File: config.mk
export PLATFORM = sky130hd
export DESIGN_NAME = effects_chain
export DESIGN_NICKNAME = d
export VERILOG_FILES = /design/src/rtl/effects_pkg.sv /design/src/rtl/effects_clipper.sv /design/src/rtl/effects_chain.sv
export SDC_FILE = /design/constraint.sdc
export NUM_CORES = 1
export LEC_CHECK = 0
export CAP_MARGIN = 5
export CORE_MARGIN = 2
export CORE_UTILIZATION = 46
export CTS_BUF_LIST = sky130_fd_sc_hd__clkbuf_2 sky130_fd_sc_hd__clkbuf_4 sky130_fd_sc_hd__clkbuf_8
export CTS_CLUSTER_SIZE = 12
export DETAILED_ROUTE_END_ITERATION = 6
export DONT_BUFFER_PORTS = 1
export PLACE_DENSITY_LB_ADDON = 0.08
export SYNTH_ARGS = -nofsm -noshare
export SYNTH_HDL_FRONTEND = slang
export SYNTH_SLANG_ARGS = --single-unit
File: constraint.sdc
create_clock -name clk -period 8.7 [get_ports clk]
set_input_delay 1.305 -clock clk [delete_from_list [all_inputs] [get_ports clk]]
set_output_delay 1.305 -clock clk [all_outputs]
set_load 0.1 [all_outputs]
File: src/rtl/effects_pkg.sv
// Shared types, constants and helpers for the effects_chain sample path and
// future distortion blocks that reuse the clipper.
package effects_pkg;

   typedef enum logic {
      CLIP_HARD = 1'b0,
      CLIP_SOFT = 1'b1
   } clip_mode_e;

   localparam int SOFT_SLOPE_SHIFT = 2;
   localparam int ABS_W            = 64;

   // Magnitude held unsigned, so even the most-negative input maps exactly.
   function automatic logic [ABS_W-1:0] sat_abs(input logic signed [ABS_W-1:0] v);
      if (v < 0) begin
         return $unsigned(-v);
      end
      return $unsigned(v);
   endfunction

endpackage

File: src/rtl/effects_clipper.sv
// Combinational hard/soft clipper on a full-width signed value; the result
// magnitude never exceeds the threshold, so it always fits in OUT_W.
module effects_clipper
   import effects_pkg::*;
#(
   parameter int X_W   = 28,
   parameter int THR_W = 15,
   parameter int OUT_W = 16
)(
   input  logic signed [X_W-1:0]   x,
   input  logic        [THR_W-1:0] threshold,
   input  clip_mode_e              clip_mode,
   output logic signed [OUT_W-1:0] y,
   output logic                    clipped
);

   logic [ABS_W-1:0] m;
   logic [ABS_W-1:0] t;
   logic [ABS_W-1:0] k;
   logic [ABS_W-1:0] knee_out;
   logic [ABS_W-1:0] m_clip;

   // Work at ABS_W so no intermediate can wrap; knee_out is only used above the knee.
   always_comb begin
      m        = sat_abs(ABS_W'(x));
      t        = ABS_W'(threshold);
      k        = t >> 1;
      knee_out = k + ((m - k) >> SOFT_SLOPE_SHIFT);
      m_clip   = m;
      if (clip_mode == CLIP_HARD) begin
         if (m > t) begin
            m_clip = t;
         end
      end else if (m > k) begin
         m_clip = (knee_out > t) ? t : knee_out;
      end
      clipped = (m_clip != m);
      y       = x[X_W-1] ? OUT_W'(-m_clip) : OUT_W'(m_clip);
   end

endmodule

File: src/rtl/effects_chain.sv
// Three-stage gain + clip sample pipeline with per-sample captured settings.
// Optional saturating clip counter enabled by defining EFFECTS_CHAIN_CLIP_COUNT_EN.
module effects_chain
   import effects_pkg::*;
#(
   parameter int IN_W      = 12,
   parameter int OUT_W     = 16,
   parameter int GAIN_W    = 11,
   parameter int GAIN_FRAC = 4,
   parameter int THR_W     = 15
)(
   input  logic                    clk,
   input  logic                    rst,
   input  logic                    valid_in,
   input  logic signed [IN_W-1:0]  sample_in,
   input  logic        [GAIN_W-1:0] gain,
   input  logic        [THR_W-1:0] threshold,
   input  logic                    clip_mode,
   input  logic                    bypass,
   output logic                    valid_out,
   output logic signed [OUT_W-1:0] sample_out,
   output logic                    clipped
`ifdef EFFECTS_CHAIN_CLIP_COUNT_EN
   ,
   input  logic                    clip_count_clr,
   output logic [15:0]             clip_count
`endif
);

   localparam int P_W = OUT_W + GAIN_W + 1;

   logic                    s1_valid;
   logic signed [OUT_W-1:0] s1_sample;
   logic        [GAIN_W-1:0] s1_gain;
   logic        [THR_W-1:0] s1_thr;
   clip_mode_e              s1_mode;
   logic                    s1_bypass;

   logic                    s2_valid;
   logic signed [P_W-1:0]   s2_x;
   logic signed [OUT_W-1:0] s2_sample;
   logic        [THR_W-1:0] s2_thr;
   clip_mode_e              s2_mode;
   logic                    s2_bypass;

   logic signed [GAIN_W:0]  gain_s;
   logic signed [P_W-1:0]   product;
   logic signed [OUT_W-1:0] clip_y;
   logic                    clip_hit;

   // Stage 1: capture the sample and its own copy of every setting.
   always_ff @(posedge clk) begin
      if (!rst) begin
         s1_valid  <= 1'b0;
         s1_sample <= '0;
         s1_gain   <= '0;
         s1_thr    <= '0;
         s1_mode   <= CLIP_HARD;
         s1_bypass <= 1'b0;
      end else begin
         s1_valid <= valid_in;
         if (valid_in) begin
            s1_sample <= OUT_W'(sample_in);
            s1_gain   <= gain;
            s1_thr    <= threshold;
            s1_mode   <= clip_mode_e'(clip_mode);
            s1_bypass <= bypass;
         end
      end
   end

   // Gain is unsigned, so a zero sign bit makes it a safe signed operand.
   assign gain_s  = {1'b0, s1_gain};
   assign product = P_W'(s1_sample) * P_W'(gain_s);

   // Stage 2: full-width scaled value, floor shift, no truncation.
   always_ff @(posedge clk) begin
      if (!rst) begin
         s2_valid  <= 1'b0;
         s2_x      <= '0;
         s2_sample <= '0;
         s2_thr    <= '0;
         s2_mode   <= CLIP_HARD;
         s2_bypass <= 1'b0;
      end else begin
         s2_valid <= s1_valid;
         if (s1_valid) begin
            s2_x      <= product >>> GAIN_FRAC;
            s2_sample <= s1_sample;
            s2_thr    <= s1_thr;
            s2_mode   <= s1_mode;
            s2_bypass <= s1_bypass;
         end
      end
   end

   effects_clipper #(
      .X_W   (P_W),
      .THR_W (THR_W),
      .OUT_W (OUT_W)
   ) u_clipper (
      .x         (s2_x),
      .threshold (s2_thr),
      .clip_mode (s2_mode),
      .y         (clip_y),
      .clipped   (clip_hit)
   );

   // Stage 3: outputs only move when a sample arrives.
   always_ff @(posedge clk) begin
      if (!rst) begin
         valid_out  <= 1'b0;
         sample_out <= '0;
         clipped    <= 1'b0;
      end else begin
         valid_out <= s2_valid;
         if (s2_valid) begin
            sample_out <= s2_bypass ? s2_sample : clip_y;
            clipped    <= s2_bypass ? 1'b0 : clip_hit;
         end
      end
   end

`ifdef EFFECTS_CHAIN_CLIP_COUNT_EN
   // Counts alongside the output register so it tracks clipped as seen.
   always_ff @(posedge clk) begin
      if (!rst) begin
         clip_count <= '0;
      end else if (clip_count_clr) begin
         clip_count <= '0;
      end else if (s2_valid && !s2_bypass && clip_hit && (clip_count != 16'hFFFF)) begin
         clip_count <= clip_count + 16'd1;
      end
   end
`endif

endmodule

; ---- Yosys cells after proc, flatten, opt, wreduce, memory -nomap -nowiden
; Index checks and enable logic that the tools add are counted.
; W data, S select, Z words.
[word_totals]
output_inout_bits = 18
elab_cells = 35
input_bits = 43
ff_bits = 109
[op_classes]
n_eq_ne = 1
muxes = 10
multipliers = 1
n_addsub = 4
magnitude_cmp = 4
[op_table]
columns = cell, count
row1 = $mux W64, 6
row2 = $gt A64 B15 Y1, 2
row3 = $gt A64 B14 Y1, 1
row4 = $ne A64 B64 Y1, 1
row5 = $neg A20 Y64, 1
row6 = $sub A64 B14 Y64, 1
row7 = $add A14 B62 Y63, 1
row8 = $mux W16, 2
row9 = $mul A12 B12 Y24, 1
row10 = $lt A20 B1 Y1 const B, 1
row11 = $neg A16 Y16, 1
row12 = $mux W1, 2

; ---- Logic depth before layout (Yosys ltp)
[depth]
ltp_word = 12
mapped_depth = 38
mapped_depth_nobuf = 36

; ---- By module
; A second synthesis with hierarchy kept.
[unflattened]
hier_cells = 1719
area_unflattened_um2 = 14181.1
[modules_own_cells]
columns = module, area_per_inst_um2, seq_area_each_um2, n_inst, cells_per_inst
row1 = effects_chain, 9121.2, 2182.1, 1, 998
row2 = effects_clipper, 5059.9, 0.0, 1, 721

; ---- Worst setup path after synthesis
; OpenSTA, ideal clock, no wires.
[synth_path]
path_kind = register -> register
from = reg s2_x[2]
to = reg sample_out[14]
slack_ns = 1.213
t_arrival_ns = 7.413
path_buffers = 4
period_less_slack_ns = 7.487
setup_ns = 0.074
stages_incl_launch_ff = 34
required_time_ns = 8.626
cell_sequence = dfxtp_1 > or4_4 > buf_6 > or4_1 > o41ai_1 > xnor2_1 > ha_1 > and4_1 > nand3_1 > a2111oi_0 > or4_1 > clkbuf_1 > xnor2_1 > ha_1 > and3_1 > a31o_2 > xor2_1 > ha_1 > nand3_1 > nand2b_1 > nor3_1 > a21oi_1 > nor4_1 > and3_1 > clkbuf_1 > buf_2 > o21ai_1 > nor3b_1 > inv_1 > ha_1 > o211a_2 > nand3_2 > or4_1 > a31oi_1
[synth_between]
elab_chain_len = 12
elab_cells_between_ends = 17
classes_between = 4 x add/sub / 4 x order compare / 9 x mux
[synth_lines]
columns = element, line_no
row1 = from (decl), effects_chain.sv:40  ; logic signed [P_W-1:0] s2_x;
row2 = from (signal assigned), effects_chain.sv:88  ; s2_x <= product >>> GAIN_FRAC;
row3 = $neg A20 Y64 / $lt A20 B1 Y1 (equally long branches), "effects_pkg.sv:16, effects_pkg.sv:15"
row4 = $mux W64 / $mux W1 (equally long branches), effects_pkg.sv:15  ; if (v < 0) begin
row5 = $mux W64 (*), effects_pkg.sv:18  ; return $unsigned(v);
row6 = $sub A64 B14 Y64, effects_clipper.sv:28  ; knee_out = k + ((m - k) >> SOFT_SLOPE_SHIFT);
row7 = $add A14 B62 Y63, effects_clipper.sv:28
row8 = $gt A64 B15 Y1, effects_clipper.sv:35  ; m_clip = (knee_out > t) ? t : knee_out;
row9 = $mux W64, effects_clipper.sv:35
row10 = $mux W64, effects_clipper.sv:34  ; end else if (m > k) begin
row11 = $mux W64 (*), effects_clipper.sv:30  ; if (clip_mode == CLIP_HARD) begin
row12 = $neg A16 Y16, effects_clipper.sv:38  ; y = x[X_W-1] ? OUT_W'(-m_clip) : OUT_W'(m_clip);
row13 = $mux W16 (*), effects_clipper.sv:38
row14 = $mux W16 (*), effects_chain.sv:118  ; sample_out <= s2_bypass ? s2_sample : clip_y;
row15 = to (signal assigned), effects_chain.sv:118
row16 = to (decl), effects_chain.sv:21  ; output logic signed [OUT_W-1:0] sample_out,
; Mark *: on every way between the ends. The rest lies on a longest branch, timed or not. The select of a mux whose other input is x is not followed.
; A chain may end at the register's enable or synchronous reset.

; ---- Worst setup path after layout
[layout_path]
from = reg s2_x[0]
to = reg sample_out[14]
; The elaborated chain is that of the path after synthesis.

==> flow_summary.toml <==
[status]
outcome = "completed"

[die]
die_h_um = 172
row_count = 61
pin_count = 61
die_area_um2 = 29700
initial_utilization = 0.468
dieWidth_um = 172
coreArea_um2 = 27900

[timing]
finalCriticalPeriod_ns = 8.23
hold_viol_final = 0
slew_headroom = 0.297
tightest_slew_ns = 1.05
fin_setup_tns_ns = 0
max_freq_mhz = 122
final.period_utilization = 0.946
finClkSkew_ns = 0.0258
setup_viol = 0
slew_viol_final = 0

[clock_network]
htreeDepth = 3
cts_tree = "yes"
clock_latency_ns = 0.45
post-cts-setup-buffers = 0
root_buffer = "clkbuf_8"
clock_sinks = 109
clock_path_buffers = 2
cts_made_buffers = 9
path_clk_slew_ns = 0.14
cts_hold_repair.buffers = 0

[placement]
placed_area_um2 = 13300
place_congestion = 1.00
port_buffers = 0
dp_hpwl_um = 28600

[yosys]
ys_seq_area_frac = 0.167
synth_edf_count = 0
syn-num-nets = 1824
synth_warnings = 0
ys_ff_latch = 109
async_reset_ff_frac = 0
avgSynthCellArea_um2 = 8.44
ys.flop_type = "dfxtp_1"
yosysUniqueCellTypes = 84
syn_inst = 1544
syn_area_um2 = 13000

[global_routing]
grt_pass1_vias = 10200
grt_use_total = 0.252
grt_overflow = 0
grt_pass1_wl_um = 57100
antenna_found_initial = 1
grt_max_degree = 72

[drt]
viasPerCell = 5.58
drt_first_pass_iters = 5
wl_um = 35800
ant_nets = 0
drcViolationCount = 0
routedWlPerCell_um = 19.0
dr.first_iter.drc_count = 668
vias = 10500

[final_layout]
multi_input_area_um2 = 9840
nets = 1778
stdcell_area_um2 = 13600
seq_area_um2 = 2180
fill_cells = 2767
utilization = 0.488
drive_gt1_frac = 0.0519
area_growth_pct = 4.27

[min_path]
min-delay-path-class = "register to register"

[worst_setup_path]
r2r_slack_ns = 0.47
crit_top_cell = "ha_1"
crit_family = "simple AND/OR/NAND/NOR gates"
critPathKind = "register to register"
required_ns = 9.06
cp-start-kind = "register"
crit_path_end_kind = "register"
arrival_ns = 8.59
critPathSlowestCell = "or4_1"
cp_slowest_stage_delay_ns = 0.67
crit_fanout = 9
crit_buf_inv = 2

[power_and_ir_drop]
p_per_area_nw_per_um2 = 175
irDropWorstVdd_uv = 85.7
leakagePower_nw = 6.16

[run]
drv_cap = 0
-- synth_stat cells, types with 3 or more instances --
cell,number,share of area
a31oi_1,12,0.0058
xnor2_1,58,0.039
o211ai_1,12,0.0069
clkbuf_1,62,0.018
nand4_1,8,0.0038
o31a_1,4,0.0027
o21ai_1,3,0.0012
nand2_1,114,0.033
xor2_1,23,0.015
nand3b_1,3,0.0017
nor2_1,144,0.041
and4_1,4,0.0027
and2_1,76,0.036
o22a_1,3,0.0020
nand2b_1,11,0.0053
mux2i_1,94,0.072
dfxtp_1,109,0.17
o31ai_1,10,0.0058
or3_1,8,0.0038
a211oi_1,8,0.0046
a21o_1,19,0.011
nand3_1,34,0.013
o21ai_0,60,0.023
o41ai_1,3,0.0020
nor4_1,13,0.0062
a211o_1,3,0.0020
ha_1,111,0.11
o21bai_1,5,0.0029
o21a_1,14,0.0081
buf_1,10,0.0029
inv_1,192,0.055
a211oi_2,3,0.0029
a21boi_0,5,0.0029
a41oi_1,3,0.0020
a31o_2,6,0.0040
nor2b_1,16,0.0077
or4_1,8,0.0046
a21oi_1,54,0.021
fa_1,126,0.19
o22ai_1,4,0.0019
nor3_1,32,0.012
mux2_2,5,0.0043
-- cell families (layout without fill, tap and decap cells) --
family,Yosys count,in the layout,share of synthesized area
XOR/XNOR,82,82,0.0557
multiplexers,99,99,0.0765
adder cells (fa/ha/maj),237,237,0.300
AND/OR/NAND/NOR,490,490,0.185
other,0,1,0
flip-flops,109,109,0.167
AO/OA/AOI/OAI,256,256,0.136
buffers and inverters,271,230,0.0799
-- power breakdown --
part / switching [mW] / internal, mW / total [mW] / leakage (nW)
logic: 0.857 / 0.557 / 1.41 / 5.16
clock network: 0.228 / 0.116 / 0.345 / 0.106
registers: 0.0955 / 0.527 / 0.622 / 0.891
total: 1.18 / 1.20 / 2.38 / 6.16
-- per-stage QoR --
stage	setup WS, ns	cells	hold slack, ns	power (mW)
global route	-0.00509	1882	0.536	2.57
floorplan	1.21	1544	0.451	1.66
CTS	0.380	1881	0.513	2.37
finish	0.474	1882	0.506	2.38
detailed placement	0.437	1865	0.478	2.02
global placement	0.555	1865	0.466	2.02
-- flip-flops by register name, summed over array words and instances (netlist names), 11 cells and up --
| name | flops |
|---|---|
| s2_sample | 12 |
| s1_gain | 11 |
| s2_thr | 15 |
| s2_x | 20 |
| s1_thr | 15 |
| sample_out | 16 |
| s1_sample | 12 |
-- path summary, 6_finish.rpt --
| kind | endpoint | depth (start not counted) | startpoint |
|---|---|---|---|
| worst min register to register | s2_sample[6] | 2 | s2_sample[6] |
| worst max-delay path | sample_out[14] | 31 | s2_x[0] |
| worst max register to register | sample_out[14] | 31 | s2_x[0] |
| worst min-delay path | s2_sample[6] | 2 | s2_sample[6] |
-- timing repair --
item / 4_1_cts / 5_1_grt
setup endpoints to repair: 0 / 8
endpoints found under the hold margin: 0 / 0
resized for setup: 0 / 6
-- cell usage in the layout, fill, tap and decap left out, types with 32 or more instances in the layout --
master / n
nand3_1: 33
nor2_1: 144
and2_1: 76
xnor2_1: 56
ha_1: 111
nor3_1: 32
mux2i_1: 94
inv_1: 191
nand2_1: 114
a21oi_1: 54
o21ai_0: 59
fa_1: 126
dfxtp_1: 108
-- final cells by class --
| type | instances | area share |
|---|---|---|
| Multi-Input combinational cell | 1164 | 0.724 |
| Clock inverter | 7 | 0.00654 |
| Clock buffer | 9 | 0.00912 |
| Antenna cell | 1 | 0.000184 |
| Inverter | 194 | 0.0537 |
| Sequential cell | 109 | 0.161 |
| Tap cell | 378 | 0.0348 |
| Timing Repair Buffer | 20 | 0.0110 |
-- metal layers --
metal | up-vias | GRT usage | part of all wire
met4 | 0 | 0.0683 | 0.016
li1 | 5065 | - | -
met5 | - | 0 | 0
met3 | 36 | 0.0455 | 0.055
met2 | 236 | 0.393 | 0.45
met1 | 5159 | 0.358 | 0.48
-- worst min-delay path, cell delays in order (launching register included) --
cell	delay (ns)
dfxtp_1	0.35
mux2i_1	0.06
nor2_1	0.07
Note: power is estimated with default switching activity, not from simulation.
